File: config.mk
export PLATFORM = sky130hd
export DESIGN_NAME = des_sbox_engine
export DESIGN_NICKNAME = d
export VERILOG_FILES = /design/src/rtl/des_sbox_engine.sv
export SDC_FILE = /design/constraint.sdc
export NUM_CORES = 1
export LEC_CHECK = 0
export ABC_AREA = 0
export BUFFER_PORTS_ARGS = -buffer_cell sky130_fd_sc_hd__buf_2
export CAP_MARGIN = 20
export CORE_MARGIN = 2
export CORE_UTILIZATION = 60
export CTS_CLUSTER_DIAMETER = 120
export CTS_CLUSTER_SIZE = 25
export DETAILED_ROUTE_END_ITERATION = 10
export PLACE_DENSITY = 0.88
export RECOVER_POWER = 50
export SKIP_LAST_GASP = 1
export SYNTH_ARGS = -nofsm -noshare
export SYNTH_HDL_FRONTEND = slang
export SYNTH_SLANG_ARGS = --single-unit
File: constraint.sdc
create_clock -name clk -period 6.3 [get_ports clk]
set_clock_uncertainty 0.05 [all_clocks]
set_input_delay 0.945 -clock clk [delete_from_list [all_inputs] [get_ports clk]]
set_output_delay 0.945 -clock clk [all_outputs]
set_load 0.01 [all_outputs]
File: src/rtl/des_sbox_engine.sv
// DES round substitution: S1..S8 lookup of a 48-bit word into 32 bits,
// evaluating LANES S-boxes per cycle behind valid/ready handshakes.
module des_sbox_engine #(
    parameter int LANES = 2
) (
    input  logic        clk,
    input  logic        rst_n,
    input  logic        in_valid,
    output logic        in_ready,
    input  logic [47:0] in_data,
    output logic        out_valid,
    input  logic        out_ready,
    output logic [31:0] out_data,
    output logic        busy
);

    localparam int ITER = 8 / LANES;
    localparam int CW   = (ITER > 1) ? $clog2(ITER) : 1;

    generate
        if (LANES != 1 && LANES != 2 && LANES != 4 && LANES != 8) begin : g_bad_lanes
            $error("des_sbox_engine: LANES must be 1, 2, 4 or 8");
        end
    endgenerate

    // Each entry packs rows 0..3, 16 nibbles per row, row 0 column 0 in the MSBs.
    localparam logic [255:0] SBOX [8] = '{
        256'hE4D12FB83A6C5907_0F74E2D1A6CB9538_41E8D62BFC973A50_FC8249175B3EA06D,
        256'hF18E6B34972DC05A_3D47F28EC01A69B5_0E7BA4D158C6932F_D8A13F42B67C05E9,
        256'hA09E63F51DC7B428_D709346A285ECBF1_D6498F30B12C5AE7_1AD069874FE3B52C,
        256'h7DE3069A1285BC4F_D8B56F03472C1AE9_A690CB7DF13E5284_3F06A1D8945BC72E,
        256'h2C417AB6853FD0E9_EB2C47D150FA3986_421BAD78F9C5630E_B8C71E2D6F09A453,
        256'hC1AF92680D34E75B_AF427C9561DE0B38_9EF528C3704A1DB6_432C95FABE17608D,
        256'h4B2EF08D3C975A61_D0B7491AE35C2F86_14BDC37EAF680592_6BD814A7950FE23C,
        256'hD2846FB1A93E50C7_1FD8A374C56B0E92_7B419CE206ADF358_21E74A8DFC90356B
    };

    typedef enum logic [1:0] {
        IDLE,
        BUSY,
        DONE
    } state_t;

    state_t          state;
    logic [CW-1:0]   cnt;
    logic [47:0]     hold;
    logic [31:0]     result;
    logic [2:0]      sel [LANES];
    logic [3:0]      nib [LANES];

    function automatic logic [3:0] lookup(input logic [2:0] s, input logic [5:0] b);
        logic [5:0] idx;
        idx = {b[5], b[0], b[4:1]};
        // Table position 255-4*idx, written as {~idx, 2'b11}.
        return SBOX[s][{~idx, 2'b11} -: 4];
    endfunction

    always_comb begin
        for (int j = 0; j < LANES; j++) begin
            sel[j] = 3'(int'(cnt) * LANES + j);
            nib[j] = lookup(sel[j], hold[6'(47 - 6 * int'(sel[j])) -: 6]);
        end
    end

    assign out_data = result;

    always_ff @(posedge clk or negedge rst_n) begin
        if (!rst_n) begin
            state     <= IDLE;
            cnt       <= '0;
            hold      <= '0;
            result    <= '0;
            in_ready  <= 1'b1;
            out_valid <= 1'b0;
            busy      <= 1'b0;
        end else begin
            unique case (state)
                IDLE: begin
                    if (in_valid) begin
                        hold     <= in_data;
                        cnt      <= '0;
                        state    <= BUSY;
                        in_ready <= 1'b0;
                        busy     <= 1'b1;
                    end
                end
                BUSY: begin
                    for (int j = 0; j < LANES; j++) begin
                        result[{~sel[j], 2'b11} -: 4] <= nib[j];
                    end
                    if (cnt == CW'(ITER - 1)) begin
                        state     <= DONE;
                        busy      <= 1'b0;
                        out_valid <= 1'b1;
                    end else begin
                        cnt <= cnt + 1'b1;
                    end
                end
                DONE: begin
                    if (out_ready) begin
                        state     <= IDLE;
                        out_valid <= 1'b0;
                        in_ready  <= 1'b1;
                    end
                end
                default: begin
                    state     <= IDLE;
                    in_ready  <= 1'b1;
                    out_valid <= 1'b0;
                    busy      <= 1'b0;
                end
            endcase
        end
    end

endmodule

==> flow_summary.ini <==
[outcome]
outcome = finished, violations left
violations = capacitance limit, slew limit

[grt]
grt.overflow.total = 0
grt_max_degree = 72
first_global_vias = 7325
antenna_found_initial = 0
grt_pass1_wl_um = 39800
grt.total_usage = 0.388

[setup_path]
arrival_ps = 5590
crit_path_max_incr_delay_ps = 890
worstSetupPathType = flip-flop to flip-flop
path_cells = clkbuf_1 -> clkinv_1 -> ha_2 -> inv_2 -> or3_1 -> nand2_2 -> inv_2 -> o221ai_1 -> a21oi_1 -> a311oi_1 -> a311oi_1 -> a311oi_2 -> o21ai_1
critical_path.top_delay_family = buffers and inverters
cpMaxStageDelayCell = ha_2
start_kind = flip-flop
critPathRequiredTime_ps = 6470
critPathBufInv = 4
cp-end-kind = flip-flop
crit_fanout = 32

[synthesis]
ys_async_sr_fraction = 1.00
yosys-top-cells-count = nand2_1, nor2_1, dfrtp_1
ys_ff_latch = 71
synth_edf_count = 0
yosys_warnings = 0
ys_types = 92
synth.area.mux_share = 0.131
synthAdderAreaFrac = 0.0325
synth_area_per_cell_um2 = 8.00
synth_compound_area_frac = 0.341
yosys.area.top_type = dfrtp_1
synth_top_cell_area_share = 0.239
synth-simple-area-share = 0.172
synthCells = 915
ys_seq_area_frac = 0.243
synth_xor_area_frac = 0.00359
syn_area_um2 = 7320
synthesis.nets = 986
synth.most_common_cell = nand2_1
synth_top_family_by_area = compound AO/OA/AOI/OAI gates
synth_flop_cell = dfrtp_1
synth_area_leaders = dfrtp_1, mux2_2, nand2_1

[drt]
drcViolationCount = 0
vias_per_cell = 7.49
drtAntennaViolNets = 0
post_drt_wl_per_cell_um = 23.7
wl_um = 25500
first_iter_violations = 1527
vias = 8057
firstDrtPassIters = 6

[run]
cap_violations = 1

[floorplanning]
die_w_um = 114
dieHeight_um = 114
dieArea_um2 = 13100
rows = 40
initial_core_util = 0.612
core_area_um2 = 12000
io_pins = 87

[clocking]
cts-root-buf = clkbuf_16
post-cts-setup-buffer-count = 0
clk_latency_ps = 340
cts_tree = done
path_clk_slew_ps = 60
hold_buffers = 0
ctsResizeCount = 0
clockBufferDepth = 2
numCtsBuffers = 9
h-tree-depth = 3
cts.sinks = 71

[timing]
finalCriticalPeriod_ps = 5430
setup_tns_ps = 0
maxSlewHeadroom = -1.53
worst_slew_pin_slew_ps = 3790
hold_viol = 0
rsz0062_at_grt = false
max_freq_mhz = 184
drv_slew = 72
setup_violations = 0
final.period_utilization = 0.861
holdWs_ps = 436

[final_layout]
layout-drive-gt1-share = 0.199
diodes = 0
finalNetCount = 995
area_delta_synth_final_pct = 6.72
fillers = 1035

[placement]
gp_congestion = 1.03
place_hpwl_um = 16600
port_buffers = 70

[worst_hold_path]
min_path_type = flip-flop to flip-flop
final cells by class:
cell class / count / area, µm² / share of cell area
Sequential cell: 71 / 1780 / 0.228
Timing Repair Buffer: 93 / 494 / 0.0633
Clock inverter: 7 / 72.6 / 0.00929
Multi-Input combinational cell: 734 / 5000 / 0.640
Inverter: 15 / 56.3 / 0.00721
Clock buffer: 9 / 225 / 0.0288
Tap cell: 147 / 184 / 0.0235
cell usage in the layout, fill, tap and decap left out, types with 14 or more instances in the layout:
master / Yosys / routed
o21ai_1: 28 / 27
nand3_1: 31 / 31
buf_2: 30 / 55
nor3_1: 16 / 15
buf_4: 6 / 20
o21ai_0: 67 / 67
nand2_1: 103 / 103
mux2i_1: 22 / 22
mux2_2: 36 / 36
a21oi_1: 67 / 67
clkbuf_1: 43 / 17
nor2_1: 82 / 82
a221oi_1: 14 / 14
dfrtp_1: 70 / 69
ha_1: 19 / 18
o211ai_1: 14 / 14
routing by layer:
layer  vias up  wire length, µm  GRT usage
li1       3500                -          -
met1      3754             9890      0.531
met2       662            11100      0.580
met3       141             2940     0.0715
met4         0             1500      0.213
met5         -                0          0
through the flow:
step | util | instance area, µm² | instances | setup WS, ps
finish | 0.653 | 7810 | 1076 | 874
global route | 0.653 | 7810 | 1076 | 686
CTS | 0.655 | 7830 | 1075 | 1540
detailed placement | 0.630 | 7540 | 1059 | 1570
global placement | 0.630 | 7540 | 1059 | 1570
floorplan | - | 7320 | 915 | 1560
sequential cells by signal, indices dropped and copies added, names as in the netlist:
name       cells
cnt            2
out_valid      1
in_ready       1
hold          32
out_data      32
busy           1
state          2
final timing paths:
path	start	to	slack, ps	cells past startpoint
max	cnt[1]	out_data[8]	870	13
max in group asynchronous	rst_n	cnt[0]	1830	2
min in group asynchronous	rst_n	hold[11]	1970	2
min	out_data[19]	out_data[19]	440	2
min reg2reg	out_data[19]	out_data[19]	440	2
max reg2reg	cnt[1]	out_data[8]	870	13
cells by family after synthesis:
logic type,count (synthesis)
AO/OA/AOI/OAI,357
flip-flops,71
buffers and inverters,110
AND/OR/NAND/NOR,280
XOR/XNOR,3
adder cells (fa/ha/maj),19
multiplexers,75
worst reg2reg max path, cell delays in order, from the launching register on:
cell and delay, ps:
dfrtp_1 320, clkbuf_1 620, clkinv_1 240, ha_2 890, inv_2 300, or3_1 630
nand2_2 520, inv_2 360, o221ai_1 260, a21oi_1 100, a311oi_1 350, a311oi_1 100
a311oi_2 430, o21ai_1 120
Power is left out: the tool's default activity adds up to more than one toggle a clock period on the data nets, which glitch-free logic cannot reach.
